File: src/rtl/spi_pkg.sv
// rtl/spi_pkg.sv - frame constants and state encoding shared by SPI initiator and responder
`timescale 1ns/1ps
package spi_pkg;

  localparam int FRAME_BITS = 16;
  localparam int ADDR_BITS  = 7;
  localparam int DATA_BITS  = 8;
  localparam logic RW_READ  = 1'b1;

  // Rising-edge number that completes the R/W + address header
  localparam int HEADER_BITS = FRAME_BITS - DATA_BITS;

  typedef enum logic [2:0] {
    s_IDLE,
    s_ADDRESS,
    s_WRDATA,
    s_RDWAIT,
    s_RDDATA,
    s_DONE
  } spi_state_t;

endpackage

File: src/rtl/spi_sync_edge.sv
// rtl/spi_sync_edge.sv - multi-stage synchroniser with rise/fall detect on the last two samples
`timescale 1ns/1ps
module spi_sync_edge #(
  parameter int   STAGES      = 2,
  parameter logic RESET_VALUE = 1'b0
) (
  input  logic clk,
  input  logic rst,
  input  logic d,
  output logic q,
  output logic rise,
  output logic fall
);

  logic [STAGES-1:0] chain;
  logic              prev;

  always_ff @(posedge clk or posedge rst) begin
    if (rst) begin
      chain <= {STAGES{RESET_VALUE}};
      prev  <= RESET_VALUE;
    end else begin
      chain <= {chain[STAGES-2:0], d};
      prev  <= chain[STAGES-1];
    end
  end

  assign q    = chain[STAGES-1];
  assign rise = q & ~prev;
  assign fall = ~q & prev;

endmodule

File: src/rtl/spi_responder.sv
// rtl/spi_responder.sv - oversampled SPI responder decoding 16-bit frames into register strobes
`timescale 1ns/1ps
module spi_responder
  import spi_pkg::*;
#(
  parameter int SYNC_STAGES = 2,
  parameter int RD_LATENCY  = 2
) (
  input  logic                 i_clock,
  input  logic                 i_reset,
  input  logic                 i_sen,
  input  logic                 i_sck,
  input  logic                 i_sdi,
  output logic                 o_sdo,
  output logic                 o_sdoEnable,
  output logic                 o_wrStrobe,
  output logic [ADDR_BITS-1:0] o_wrAddress,
  output logic [DATA_BITS-1:0] o_wrData,
  output logic                 o_rdStrobe,
  output logic [ADDR_BITS-1:0] o_rdAddress,
  input  logic [DATA_BITS-1:0] i_rdData,
  output logic                 o_busy,
  output logic                 o_frameError
);

  localparam int WAIT_W = (RD_LATENCY < 1) ? 1 : $clog2(RD_LATENCY + 1);
  localparam logic [WAIT_W-1:0] WAIT_LAST = WAIT_W'(RD_LATENCY);
  localparam logic [3:0] HDR_LAST_EDGE   = 4'(HEADER_BITS - 1);
  localparam logic [3:0] FRAME_LAST_EDGE = 4'(FRAME_BITS - 1);
  localparam logic [3:0] FIRST_SHIFT     = 4'(HEADER_BITS + 1);

  logic sen_q, sen_rise, sen_fall;
  logic sck_q, sck_rise, sck_fall;
  logic sdi_q, sdi_rise, sdi_fall;

  spi_sync_edge #(.STAGES(SYNC_STAGES), .RESET_VALUE(1'b0)) u_sync_sen (
    .clk(i_clock), .rst(i_reset), .d(i_sen), .q(sen_q), .rise(sen_rise), .fall(sen_fall)
  );
  spi_sync_edge #(.STAGES(SYNC_STAGES), .RESET_VALUE(1'b0)) u_sync_sck (
    .clk(i_clock), .rst(i_reset), .d(i_sck), .q(sck_q), .rise(sck_rise), .fall(sck_fall)
  );
  spi_sync_edge #(.STAGES(SYNC_STAGES), .RESET_VALUE(1'b0)) u_sync_sdi (
    .clk(i_clock), .rst(i_reset), .d(i_sdi), .q(sdi_q), .rise(sdi_rise), .fall(sdi_fall)
  );

  logic unused_sync;
  assign unused_sync = ^{sen_q, sck_q, sdi_rise, sdi_fall};

  spi_state_t           state;
  logic [3:0]           bit_count;
  logic [DATA_BITS-1:0] rx_shift;
  logic [DATA_BITS-1:0] rx_next;
  logic [DATA_BITS-1:0] tx_shift;
  logic [ADDR_BITS-1:0] addr_latch;
  logic [WAIT_W-1:0]    wait_count;
  logic                 overrun;

  // sdi shares the sck pipeline depth, so sdi_q is the bit under the detected rising edge
  assign rx_next = {rx_shift[DATA_BITS-2:0], sdi_q};

  always_ff @(posedge i_clock or posedge i_reset) begin
    if (i_reset) begin
      state        <= s_IDLE;
      bit_count    <= '0;
      rx_shift     <= '0;
      tx_shift     <= '0;
      addr_latch   <= '0;
      wait_count   <= '0;
      overrun      <= 1'b0;
      o_sdo        <= 1'b0;
      o_sdoEnable  <= 1'b0;
      o_wrStrobe   <= 1'b0;
      o_wrAddress  <= '0;
      o_wrData     <= '0;
      o_rdStrobe   <= 1'b0;
      o_rdAddress  <= '0;
      o_busy       <= 1'b0;
      o_frameError <= 1'b0;
    end else begin
      o_wrStrobe   <= 1'b0;
      o_rdStrobe   <= 1'b0;
      o_frameError <= 1'b0;

      // SEN release wins over any SCK edge seen in the same cycle
      if (sen_rise) begin
        if (state == s_DONE) begin
          o_frameError <= overrun;
        end else if (state != s_IDLE) begin
          o_frameError <= 1'b1;
        end
        state       <= s_IDLE;
        bit_count   <= '0;
        overrun     <= 1'b0;
        o_busy      <= 1'b0;
        o_sdo       <= 1'b0;
        o_sdoEnable <= 1'b0;
      end else begin
        case (state)
          s_IDLE: begin
            if (sen_fall) begin
              state     <= s_ADDRESS;
              bit_count <= '0;
              rx_shift  <= '0;
              overrun   <= 1'b0;
              o_busy    <= 1'b1;
            end
          end

          s_ADDRESS: begin
            if (sck_rise) begin
              rx_shift  <= rx_next;
              bit_count <= bit_count + 4'd1;
              if (bit_count == HDR_LAST_EDGE) begin
                addr_latch <= rx_next[ADDR_BITS-1:0];
                if (rx_next[DATA_BITS-1] == RW_READ) begin
                  o_rdStrobe  <= 1'b1;
                  o_rdAddress <= rx_next[ADDR_BITS-1:0];
                  wait_count  <= '0;
                  state       <= s_RDWAIT;
                end else begin
                  state <= s_WRDATA;
                end
              end
            end
          end

          s_WRDATA: begin
            if (sck_rise) begin
              rx_shift <= rx_next;
              if (bit_count == FRAME_LAST_EDGE) begin
                o_wrStrobe  <= 1'b1;
                o_wrAddress <= addr_latch;
                o_wrData    <= rx_next;
                state       <= s_DONE;
              end else begin
                bit_count <= bit_count + 4'd1;
              end
            end
          end

          s_RDWAIT: begin
            if (sck_rise && bit_count != FRAME_LAST_EDGE) begin
              bit_count <= bit_count + 4'd1;
            end
            if (wait_count == WAIT_LAST) begin
              tx_shift    <= i_rdData;
              o_sdo       <= i_rdData[DATA_BITS-1];
              o_sdoEnable <= 1'b1;
              state       <= s_RDDATA;
            end else begin
              wait_count <= wait_count + 1'b1;
            end
          end

          s_RDDATA: begin
            if (sck_rise) begin
              if (bit_count == FRAME_LAST_EDGE) begin
                o_sdo       <= 1'b0;
                o_sdoEnable <= 1'b0;
                state       <= s_DONE;
              end else begin
                bit_count <= bit_count + 4'd1;
              end
            end else if (sck_fall && bit_count >= FIRST_SHIFT) begin
              // The fall after edge 8 keeps data[7]; later falls advance one bit each
              tx_shift <= {tx_shift[DATA_BITS-2:0], 1'b0};
              o_sdo    <= tx_shift[DATA_BITS-2];
            end
          end

          s_DONE: begin
            if (sck_rise) begin
              overrun <= 1'b1;
            end
          end

          default: begin
            state <= s_IDLE;
          end
        endcase
      end
    end
  end

endmodule

File: config.mk
export PLATFORM = sky130hd
export DESIGN_NAME = spi_responder
export DESIGN_NICKNAME = d
export VERILOG_FILES = /design/src/rtl/spi_pkg.sv /design/src/rtl/spi_sync_edge.sv /design/src/rtl/spi_responder.sv
export SDC_FILE = /design/constraint.sdc
export NUM_CORES = 1
export LEC_CHECK = 0
export BUFFER_PORTS_ARGS = -buffer_cell sky130_fd_sc_hd__buf_2
export CAP_MARGIN = 0
export CORE_MARGIN = 10
export CORE_UTILIZATION = 61
export DETAILED_ROUTE_END_ITERATION = 10
export GPL_TIMING_DRIVEN = 0
export PLACE_DENSITY = 0.9
export SLEW_MARGIN = 20
export SYNTH_ARGS = -nofsm -noshare
export SYNTH_HDL_FRONTEND = slang
export SYNTH_SLANG_ARGS = --single-unit
File: constraint.sdc
create_clock -name i_clock -period 5.38 [get_ports i_clock]
set_input_delay 1.076 -clock i_clock [delete_from_list [all_inputs] [get_ports i_clock]]
set_output_delay 1.076 -clock i_clock [all_outputs]
set_load 0.02 [all_outputs]
==> results of run 1 <==
-- cell type report --
class	count	area, sq um
clock inverter	5	60.1
buffer	10	42.5
sequential	67	1680
clock buffer	11	141
timing repair buffer	41	228
multi-input combinational	166	1340
tap	67	83.8
fill	309	1210
inverter	18	70.1
-- state kept, by name, summed over array words and instances (netlist names), 2 cells and up --
signal and cells:
o_rdAddress 7, o_wrData 8, state 3, u_sync_sen.chain 2
bit_count 4, wait_count 2, addr_latch 7, u_sync_sck.chain 2
rx_shift 7, o_wrAddress 7, u_sync_sdi.chain 2, tx_shift 7
-- power by group --
| group | leakage [nW] | internal (mW) | switching [mW] | total, mW |
|---|---|---|---|---|
| clock | 0.100 | 0.229 | 0.201 | 0.430 |
| sequential | 0.898 | 0.540 | 0.0401 | 0.580 |
| combinational | 0.849 | 0.0996 | 0.144 | 0.243 |
-- layout by cell type, fill, tap and decap left out, types with 3 or more instances in the layout --
cell / netlist / final
sky130_fd_sc_hd__dfrtp_1: 67 / 67
sky130_fd_sc_hd__buf_1: 3 / 3
sky130_fd_sc_hd__buf_2: 4 / 44
sky130_fd_sc_hd__ha_1: 6 / 6
sky130_fd_sc_hd__nor3_1: 4 / 4
sky130_fd_sc_hd__nor2_1: 10 / 10
sky130_fd_sc_hd__a21oi_1: 7 / 7
sky130_fd_sc_hd__a211oi_1: 4 / 4
sky130_fd_sc_hd__nand3b_1: 3 / 3
sky130_fd_sc_hd__o21ai_0: 7 / 7
sky130_fd_sc_hd__nor2b_1: 4 / 4
sky130_fd_sc_hd__o21bai_1: 4 / 4
sky130_fd_sc_hd__mux2_2: 45 / 45
sky130_fd_sc_hd__clkbuf_1: 3 / 4
sky130_fd_sc_hd__nand2b_1: 4 / 4
sky130_fd_sc_hd__nand2_1: 16 / 16
sky130_fd_sc_hd__a31oi_1: 4 / 4
sky130_fd_sc_hd__inv_1: 18 / 17
sky130_fd_sc_hd__nand3_1: 6 / 6
sky130_fd_sc_hd__mux2i_1: 6 / 6
sky130_fd_sc_hd__clkbuf_8: 0 / 10
-- how the worst min path moves through the flow --
stage                                          to  depth (start not counted)  slack [ns]
finish              u_sync_sck.chain[1]$_DFF_PP0_                          0        0.36
CTS                 u_sync_sen.chain[1]$_DFF_PP0_                          0        0.36
global route        u_sync_sen.chain[1]$_DFF_PP0_                          0        0.38
detailed placement  u_sync_sen.chain[1]$_DFF_PP0_                          0        0.35
global placement    u_sync_sdi.chain[1]$_DFF_PP0_                          0        0.33
floorplan           u_sync_sck.chain[1]$_DFF_PP0_                          0        0.33
-- per-stage QoR --
stage	instances	cell area (sq um)	total power, mW	hold WS, ns
floorplan	261	3120	0.757	0.331
global placement	368	3410	0.813	0.331
detailed placement	369	3440	0.824	0.347
CTS	385	3640	1.26	0.364
global route	385	3640	1.31	0.377
finish	385	3640	1.25	0.361
-- layer usage --
layer,track usage,share of wire,vias to the layer above
met2,0.275,0.47,124
met3,0.0453,0.080,28
met1,0.210,0.41,1109
li1,-,-,1043
met4,0.101,0.034,0
met5,0,0,-
-- cells by family after synthesis --
group | count (synthesis) | share of synthesized area
AO/OA/AOI/OAI | 46 | 0.103
XOR/XNOR | 1 | 0.00281
adder cells (fa/ha/maj) | 6 | 0.0240
buffers and inverters | 28 | 0.0353
flip-flops | 67 | 0.537
multiplexers | 51 | 0.182
AND/OR/NAND/NOR | 62 | 0.117
-- worst max-delay path, stage by stage (launching register included) --
cell and delay (ns):
sky130_fd_sc_hd__dfrtp_1 0.40, sky130_fd_sc_hd__ha_1 0.31, sky130_fd_sc_hd__or4b_4 0.55, sky130_fd_sc_hd__nor3_4 0.56, sky130_fd_sc_hd__nand2_4 0.18, sky130_fd_sc_hd__mux2_2 0.31
==> impl_summary.md, run 1 <==
Global routing
The number of antenna violations at the first check in global routing is 0. The via count of the first global-routing pass was 2412. The maximum number of pins on one net before global-route repair is between 50 and 60.

For this run, the total global-route usage over all layers was measured as 0.174. The first-pass GRT wire length is 11.8 mm. After global routing the overflow that remains totals 0.

CTS
The total clock buffers created by CTS is 9. The post-cts gate resize count is 0. TritonCTS built the clock tree. Clock tree synthesis selected as its root buffer the cell sky130_fd_sc_hd__clkbuf_8.

The clock-pin transition on the worst setup and hold timing paths is 0.07 ns. The clock net in this run drives a total of 67 sinks. The clock reaches the later pin of the worst-skew pair after between 0.3 and 0.4 ns. The clock passes through at most 2 buffers.

For this design, the CTS-stage hold fixing added 0 buffers. The number of H-tree branching levels is 3. The number of setup buffers added after CTS is 0.

Route
After detailed routing, the total wire length is 7.03 mm. Dividing the detail-routed wire length by the instance count gives 18.3 microns. The post-route antenna net violation count is 0.

After the first detailed-routing iteration, the DRC count stood at 342. The DRC violations left is 0. The total number of vias is 2304. Dividing the detail-routed via count by the number of cells gives approximately 6.0.

The first detailed-routing pass ran for 6 iterations.

STA
For the pin with the worst max-slew slack, the measured transition is approximately 0.64 ns. The routed design could run at a clock period as short as roughly 2.4 ns. The max-slew violation total from the final report was 0. Across the routed clock network, the largest skew measured is 0.00799 ns. The post-route worst setup slack is ~3 ns.

Of the available clock period, the critical path in the final layout requires 0.453. Setup repair after global routing left no endpoint under its margin. Headroom to the max-slew limit came out at 0.570. The number of failing hold endpoints at the final stage was 0. The total negative setup slack is 0 ns. Static timing analysis puts the maximum clock frequency at between 400 and 500 MHz.

Setup violations remaining at the end of the flow were counted as 0.

Outcome
The run finished with clean final reports.

Floorplan
The overall die area is between 8000 and 9000 sq um. After floorplanning, the core was divided into 25 placement rows. The overall die width is roughly 92 microns. The number of I/O pins is 41. The chip height is a little over 90 microns. The area of the placeable core is 4850 sq um. For this configuration, the core starts out at a cell density of 0.644.

Synth
The cell area after synthesis is about 3100 sq um. Among all cell types in the netlist, the one instantiated most often is sky130_fd_sc_hd__dfrtp_1. The share of the Yosys chip area taken by registers is 0.537. The number of flops mapped to enable cells by yosys is 0. The most used flip-flop cell after synthesis is sky130_fd_sc_hd__dfrtp_1. Synthesis produced 261 cells. The count of cell types in the netlist is 48.

Synthesis inferred 67 register bits. Sorting the synthesized cells by area gives the leading types as sky130_fd_sc_hd__dfrtp_1 (54%), sky130_fd_sc_hd__mux2_2 (16%), sky130_fd_sc_hd__ha_1 (2.4%), sky130_fd_sc_hd__inv_1 (2.2%), sky130_fd_sc_hd__mux2i_1 (1.9%). Each instance of the synthesized netlist takes up on average 12.0 sq um. The commonest cells after synthesis are sky130_fd_sc_hd__dfrtp_1 (67), sky130_fd_sc_hd__mux2_2 (45), sky130_fd_sc_hd__inv_1 (18), sky130_fd_sc_hd__nand2_1 (16), sky130_fd_sc_hd__nor2_1 (10). The largest total area in the synthesized netlist belongs to sky130_fd_sc_hd__dfrtp_1. The async set-reset flop share out of synthesis is 1.00. The area share of the largest cell type after synthesis is 0.537. The Yosys step of the flow raised 0 warnings. The net count after synthesis is 280.

Critical path
The most critical setup path has its endpoint at o_rdAddress[2]$_DFFE_PP0P_. The category of the critical setup timing path is reg2reg. The endpoint identified for the worst register-to-register timing path is o_rdAddress[2]$_DFFE_PP0P_.

STA puts the critical path data arrival time at 2.66 ns. The worst setup path is launched from a flop. The critical path capture point type is a flop. The cell count of the worst reg-to-reg path is 5. In this run the register-to-register setup slack is 2.94 ns. The largest driver fanout on the critical path is 8. The launching point of the worst reg2reg path is u_sync_sen.chain[1]$_DFF_PP0_.

The critical path starts at u_sync_sen.chain[1]$_DFF_PP0_. For the worst setup path, the data required time is between 5 and 6 ns.

Placed design
The final weighted congestion of routability-driven global placement is approximately 0.94. During placement, the flow inserted port buffers numbering 40. Timing analysis after detailed placement gives a worst setup slack of 3.01 ns. The wire-length estimate of the detail-placed layout is 4.84 mm.

Power and ir drop
The analysis attributes to cell leakage a power of roughly 1.8 nW. The worst voltage drop across the vdd grid is approximately 220 uV. The power density of the placed cells is 345 nW/um^2.

Cells and area
From synthesis to final layout, the design area changed by 16.5%. The final net count is about 330. Of the cells placed in the final design, the portion with a size suffix greater than 1 is 0.362. Measured on the finished design, the core utilization comes to 0.750. 0 antenna diodes ended up in the layout.

Min path
The start point of the worst min-delay path is u_sync_sck.chain[0]$_DFF_PP0_. In this run the worst hold path is classified as reg2reg.

Run
Across the run, the number of max-cap violations was 0.
(Power assumes the default switching activity.)
==> run 2: changes to the inputs <==
Settings changed: CORE_UTILIZATION 61 to 52, PLACE_DENSITY 0.9 to 0.82.
Clock period 5.38 ns to 2.08 ns, I/O delays scaled along.
==> impl_summary.md, run 2 (synthesized netlist as in run 1, its figures left out) <==
Floorplan
The number of I/O pins is 41. The number of rows created at floorplan is 28. Measured along the y axis, the die boundary spans 97.5 microns.

The starting utilization of the core area is 0.530. Measured along the x axis, the die boundary spans a little under 100 microns. The overall die area is 9500 sq um. The total area inside the core boundary comes to 5890 sq um.

Power and ir drop
The sequential fraction of design power is 0.431. The share of total power dissipated in combinational logic is 0.190. The worst-case IR drop observed on VDD is just over 800 uV. The clock share of power is 0.379. The total chip power is 3.46 mW.

Summed over all nets, the switching power comes to roughly 990 uW. The analysis attributes to cell leakage a power of 1.90 nW. The internal power of the cells totals 2.46 mW. The power density of the placed cells is 914 nW/um^2. The switching part of the total is 0.287.

Critical path
The critical path capture point type is a flop. The biggest cell delay along the critical path is 0.51 ns. At the worst endpoint, the arrival time is 2.26 ns. At the worst endpoint, the required time is around 2.3 ns. The critical path is of the reg2reg type. The cell at the slowest stage of the critical path is sky130_fd_sc_hd__or4b_4. Traced cell by cell, the critical path runs through inv_1 > ha_4 > or4b_4 > nor3_4 > buf_12 > mux2_2.

The largest driver fanout on the critical path is 7. The startpoint type of the worst setup path is a flop.

Route
The post-detailed-route via-to-cell ratio is 5.74. In the final routed layout, each cell accounts on average for 17.8 microns. The first-iteration detailed-routing DRC count is roughly 320. After detailed routing, the number of remaining DRC violations is 0. For this block, the routed nets add up to 7.10 mm of wire. The detail route stage leaves a number of antenna-violating nets equal to 0. The number of search-and-repair iterations in the first detailed-routing pass is 6.

The total number of vias is 2286.

STA
The number of failing hold endpoints at the final stage was 0. The share of the clock period used by the worst path is 0.977. The tightest hold margin is 0.0325 ns. Between clock sinks in the finished design, the worst skew comes to 0.0113 ns. The peak clock frequency supported by timing is between 400 and 500 MHz. In this run the tightest slew margin relative to its limit is 0.681.

The smallest clock period supported by the final layout is computed as 2.03 ns. The setup violation total in the final timing report is 0. Setup repair after global routing left no endpoint under its margin.

The slew at the pin closest to its max-slew limit is around 0.47 ns. The max-slew violation total from the final report is 0. Summed over all failing endpoints, the final setup total negative slack is 0 ns.

CTS
Clock-pin slew was measured on the worst setup and hold paths at 0.07 ns. The H-tree was split into 3 levels. For this design, the sink count on the clock tree is between 60 and 70. In this run, CTS created clock tree buffers numbering 9. The worst-case clock buffer depth is 2. The post-cts hold buffer count is 0.

The clock latency at the later pin of the worst-skew pair is 0.35 ns. The tree is rooted in a sky130_fd_sc_hd__clkbuf_8. TritonCTS built the clock tree.

Global routing
The total congestion overflow after global routing is 0. The number of antenna violations at the first check in global routing is 0. The global routing usage summed across all routing layers is 0.149.

Entering global routing, the biggest net connects 31 pins. The via count of the first global-routing pass was 2346. The first global-routing pass estimated 11.7 mm of wire.

Placed design
Input and output buffers added on the ports amount to 40. The half-perimeter wire length after detailed placement is slightly below 5 mm. The final weighted congestion of routability-driven global placement is 0.902.

Cells and area
The largest register by flop count is o_wrData. The repair_antennas step left the layout with diodes totalling 0. The most frequent standard cell in the layout excluding fill and tap cells is sky130_fd_sc_hd__dfrtp_1.

The synthesis-to-finish area growth is 21.2%. The proportion of layout cells with a drive suffix above 1 is 0.396. The register with the most flip-flops in the layout has 8 of them. The final net count is 337. Leaving out fill and tap cells, the most frequent cells in the layout are sky130_fd_sc_hd__dfrtp_1 (66), sky130_fd_sc_hd__mux2_2 (45), sky130_fd_sc_hd__buf_2 (44).

Outcome
The flow ran to the end, and the final reports show no timing, DRC or antenna violations.

Run
The max-cap violation count is 0.

Min path
The type of the most critical hold path is in2async.
run 2: cell type report:
cell class	instances	area, sq um
multi-input combinational	166	1370
sequential	67	1680
clock inverter	6	111
fill	438	2100
inverter	18	71.3
clock buffer	10	128
timing repair buffer	46	283
buffer	10	46.3
tap	75	93.8
run 2: worst paths after layout:
kind,cells past startpoint,startpoint,slack [ns],endpoint
hold reg to reg,0,u_sync_sen.chain[0]$_DFF_PP0_,0.36,u_sync_sen.chain[1]$_DFF_PP0_
max in group asynchronous,4,i_reset,1.40,rx_shift[2]$_DFFE_PP0P_
setup / recovery,6,u_sync_sen.prev$_DFF_PP0_,0.05,addr_latch[2]$_DFFE_PP0P_
setup reg to reg,6,u_sync_sen.prev$_DFF_PP0_,0.05,addr_latch[2]$_DFFE_PP0P_
hold / removal,2,i_reset,0.03,o_sdoEnable$_DFFE_PP0P_
min in group i_clock,1,i_sdi,0.17,u_sync_sdi.chain[0]$_DFF_PP0_
run 2: worst max-delay path: cells and delay by family, from the launching register on:
kind          cells  cell delay [ns]
fa+ha+maj         1             0.17
buf+inv           2             0.25
flops             1             0.37
mux               1             0.33
simple gates      2             0.80
run 2: power groups by stage:
stage                     Sequential, mW  Combinational, mW  Clock (mW)
final                               1.49              0.656        1.31
after floorplan                     1.50              0.454           0
after CTS                           1.49              0.632        1.32
after global routing                1.51              0.722        1.39
after detailed placement            1.51              0.616           0
after global placement              1.51              0.592           0
run 2: what timing repair did:
item,4_1_cts,5_1_grt
setup endpoints to repair,30,29
resized for setup,3,9
setup buffers,1,3
pin swaps,2,3
gates cloned,0,0
run 2: per-stage QoR:
| stage | setup WS, ns | instances | instance area, sq um | util |
|---|---|---|---|---|
| finish | 0.0485 | 398 | 3780 | 0.643 |
| global route | 0.00220 | 398 | 3780 | 0.643 |
| CTS | 0.00315 | 395 | 3730 | 0.634 |
| detailed placement | -0.319 | 378 | 3460 | 0.588 |
| global placement | -0.253 | 376 | 3420 | 0.581 |
| floorplan | 0.0255 | 261 | 3130 | - |
run 2: layer usage:
metal  share of wire  global-route usage
met1            0.41               0.171
met2            0.50               0.246
met3           0.062              0.0519
met4           0.021              0.0593
met5               0                   0
==> run 3: changes to the inputs <==
Clock period 2.08 ns to 1.83 ns, I/O delays scaled along.
==> impl_summary.md, run 3 (synthesized netlist as in run 1, its figures left out) <==
Outcome
The flow ran to the end, but the final reports show violations. The checks that failed: setup timing.

Critical path
The launching point of the worst reg2reg path is u_sync_sen.chain[1]$_DFF_PP0_. STA puts the critical path data arrival time at between 2 and 2.5 ns. The startpoint type of the worst setup path is a flop. The worst setup path is captured at a flop. The endpoint identified for the worst register-to-register timing path is addr_latch[5]$_DFFE_PP0P_. The required arrival time at the worst endpoint is just over 2 ns. Together, buffers and inverters on the worst path number 1.

The worst-case register-to-register setup slack is -0.13 ns. The largest driver fanout on the critical path is 7. The cell at the slowest stage of the critical path is sky130_fd_sc_hd__or4b_4. Measured in cells, the most critical reg-to-reg path has a length of 5.

Traced cell by cell, the critical path runs through ha_4 > or4b_4 > nor3_4 > buf_12 > mux2_2. The category of the critical setup timing path is reg2reg. On the critical path the largest part of the delay comes from simple AND/OR/NAND/NOR gates. On the worst path, the slowest cell contributes a delay of roughly 0.50 ns.

Floorplan
The overall die area is 9500 sq um. The overall die width is 97.5 microns. In this run the count of I/O pins placed on the die edge is 41. The area of the placeable core is 5890 sq um. The number of rows created at floorplan is 28. The floorplan step set the die height to ~97 microns. For this configuration, the core starts out at a cell density of 0.530.

Route
The number of search-and-repair iterations in the first detailed-routing pass is 4. Summed over all layers, the routed wires come to between 7 and 8 mm. The post-route antenna net violation count is 0.

After detailed routing, the average wire length per cell comes to 18.6 microns. The total number of vias is about 2.3k. The post-detailed-route via-to-cell ratio is 5.78.

The DRC violations left is 0. The first-iteration detailed-routing DRC count is 180.

CTS
At the later pin of the worst-skew pair, clock insertion delay measures 0.36 ns. The tree built by TritonCTS fans out to 67 sinks. Clock tree synthesis inserted a total of 9 buffers. In this run the number of H-tree levels came out at 3. In this run the clock root is driven by a sky130_fd_sc_hd__clkbuf_8. The worst-case clock buffer depth is 2.

After clock tree synthesis, the flow added hold-fix buffers numbering 0. The clock-pin transition on the worst setup and hold timing paths is ~0.08 ns. The clock tree from TritonCTS is done.

Min path
The path class of the tightest hold or removal check is in2async.

Placed design
The number of input and output port buffers inserted is 40. The instance area after placement is 3490 sq um. The half-perimeter wire length after detailed placement is around 4.9 mm. Routability-driven placement finished with a final weighted congestion of 0.904.

The placement-stage worst setup slack is -0.372 ns.

Cells and area
In the layout the commonest cells are sky130_fd_sc_hd__dfrtp_1 (66), sky130_fd_sc_hd__buf_2 (41), sky130_fd_sc_hd__mux2_2 (39). 0 antenna diodes ended up in the layout. The footprint of the flip-flops and latches is 1680 sq um. After routing the design area is approximately 4000 sq um. The largest register by flop count is o_wrData. From synthesis to final layout, the design area changed by 27.7%.

The footprint of the multi-input gates is 1540 sq um. The number of flip-flops in the largest register is 8. The library cell used most frequently in the layout, excluding fill and tap cells, is sky130_fd_sc_hd__dfrtp_1.

In the final layout, the share of cells above drive strength 1 is 0.459. The number of filler instances in the final layout is 424. The final net count is 341.

STA
The post-route worst setup slack is -0.128 ns. The minimum clock period after layout is between 1.5 and 2 ns. Setup repair after global routing could not meet its margin everywhere. The tightest hold margin is 0.0370 ns. The clock arrives with 0.0103 ns of skew. In the finished design, the share of the clock period the worst path needs comes to 1.07.

Based on the critical path, the design can be clocked at up to between 500 and 600 MHz. For the pin with the worst max-slew slack, the measured transition is 0.517 ns. The number of failing hold endpoints at the final stage was 0. In this run the tightest slew margin relative to its limit is 0.654.

Setup violations remaining at the end of the flow were counted as 14. The max-slew violation total from the final report is 0.

Power and ir drop
The switching power is 1.23 mW. The analysis attributes to cell leakage a power of 1.96 nW. Of the total power, the share spent switching nets is 0.319. Cell internal power was estimated by the tool at approximately 2.6 mW. Of the total power, the clock network draws 0.325. The power density of the placed cells is 967 nW/um^2. Of the total power, registers draw 0.443. The portion of total power attributed to combinational logic is 0.232. IR analysis of the VDD net gives a maximum drop of 734 uV.

Global routing
The first global-routing pass estimated 11.4 mm of wire. In the global route stage, overall resource usage came out at 0.146. The number of antenna violations at the first check in global routing is 0. Summed over all layers, the global routing overflow is 0.

The via count of the first global-routing pass is between 2k and 2.5k. The maximum number of pins on one net before global-route repair is 27.

Run
The max-cap violation count is 0.
==> run 3: layout make-up <==
class                      count  area share
buffer                         8      0.0141
multi-input combinational    167       0.386
clock inverter                 7      0.0195
inverter                      18      0.0179
timing repair buffer          51      0.0872
tap                           75      0.0235
sequential                    67       0.421
clock buffer                   9      0.0311
==> run 3: repair_timing <==
| item | in CTS | in global routing |
|---|---|---|
| setup buffers | 4 | 5 |
| setup endpoints to repair | 54 | 48 |
| pin swaps | 5 | 9 |
| gates resized for setup | 15 | 36 |
| hold endpoints to repair | 0 | 0 |
| cloned | 0 | 1 |
==> run 3: worst register-to-register path, cell delays in order (launching register included) <==
cell,delay (ns)
sky130_fd_sc_hd__dfrtp_1,0.42
sky130_fd_sc_hd__ha_4,0.18
sky130_fd_sc_hd__or4b_4,0.50
sky130_fd_sc_hd__nor3_4,0.25
sky130_fd_sc_hd__buf_12,0.17
sky130_fd_sc_hd__mux2_2,0.33
==> run 3: layer usage <==
layer | vias up | track usage | wire length, microns
li1 | 1071 | - | -
met1 | 1172 | 0.175 | 3120
met2 | 62 | 0.234 | 3820
met3 | 20 | 0.0349 | 338
met4 | 0 | 0.0805 | 199
met5 | - | 0 | 0
==> run 3: stage by stage <==
stage                     power (mW)  instances  setup TNS [ns]   util
after CTS                       3.72        397           -2.95  0.645
after global routing            4.03        402           -2.62  0.678
after global placement          2.40        376           -9.86  0.584
after detailed placement        2.44        378          -11.76  0.594
final                           3.86        402           -1.32  0.678
after floorplan                 2.23        261          -0.953      -
==> run 3: worst max path at each step <==
stage,slack [ns],from,cells after the start,end
global route,-0.18,u_sync_sen.chain[1]$_DFF_PP0_,5,addr_latch[6]$_DFFE_PP0P_
global placement,-0.33,u_sync_sen.chain[1]$_DFF_PP0_,5,o_rdAddress[1]$_DFFE_PP0P_
detailed placement,-0.37,state[1]$_DFFE_PP0P_,5,o_wrAddress[3]$_DFFE_PP0P_
floorplan,-0.09,u_sync_sen.chain[1]$_DFF_PP0_,5,o_rdAddress[0]$_DFFE_PP0P_
finish,-0.13,u_sync_sen.chain[1]$_DFF_PP0_,5,addr_latch[5]$_DFFE_PP0P_
CTS,-0.20,u_sync_sen.chain[1]$_DFF_PP0_,5,addr_latch[3]$_DFFE_PP0P_
==> run 3: power groups by stage <==
stage               clock network, mW  logic [mW]  registers (mW)
finish                           1.25       0.896            1.71
global route                     1.33       0.972            1.73
CTS                              1.27       0.752            1.70
detailed placement                  0       0.715            1.72
global placement                    0       0.681            1.72
floorplan                           0       0.521            1.71
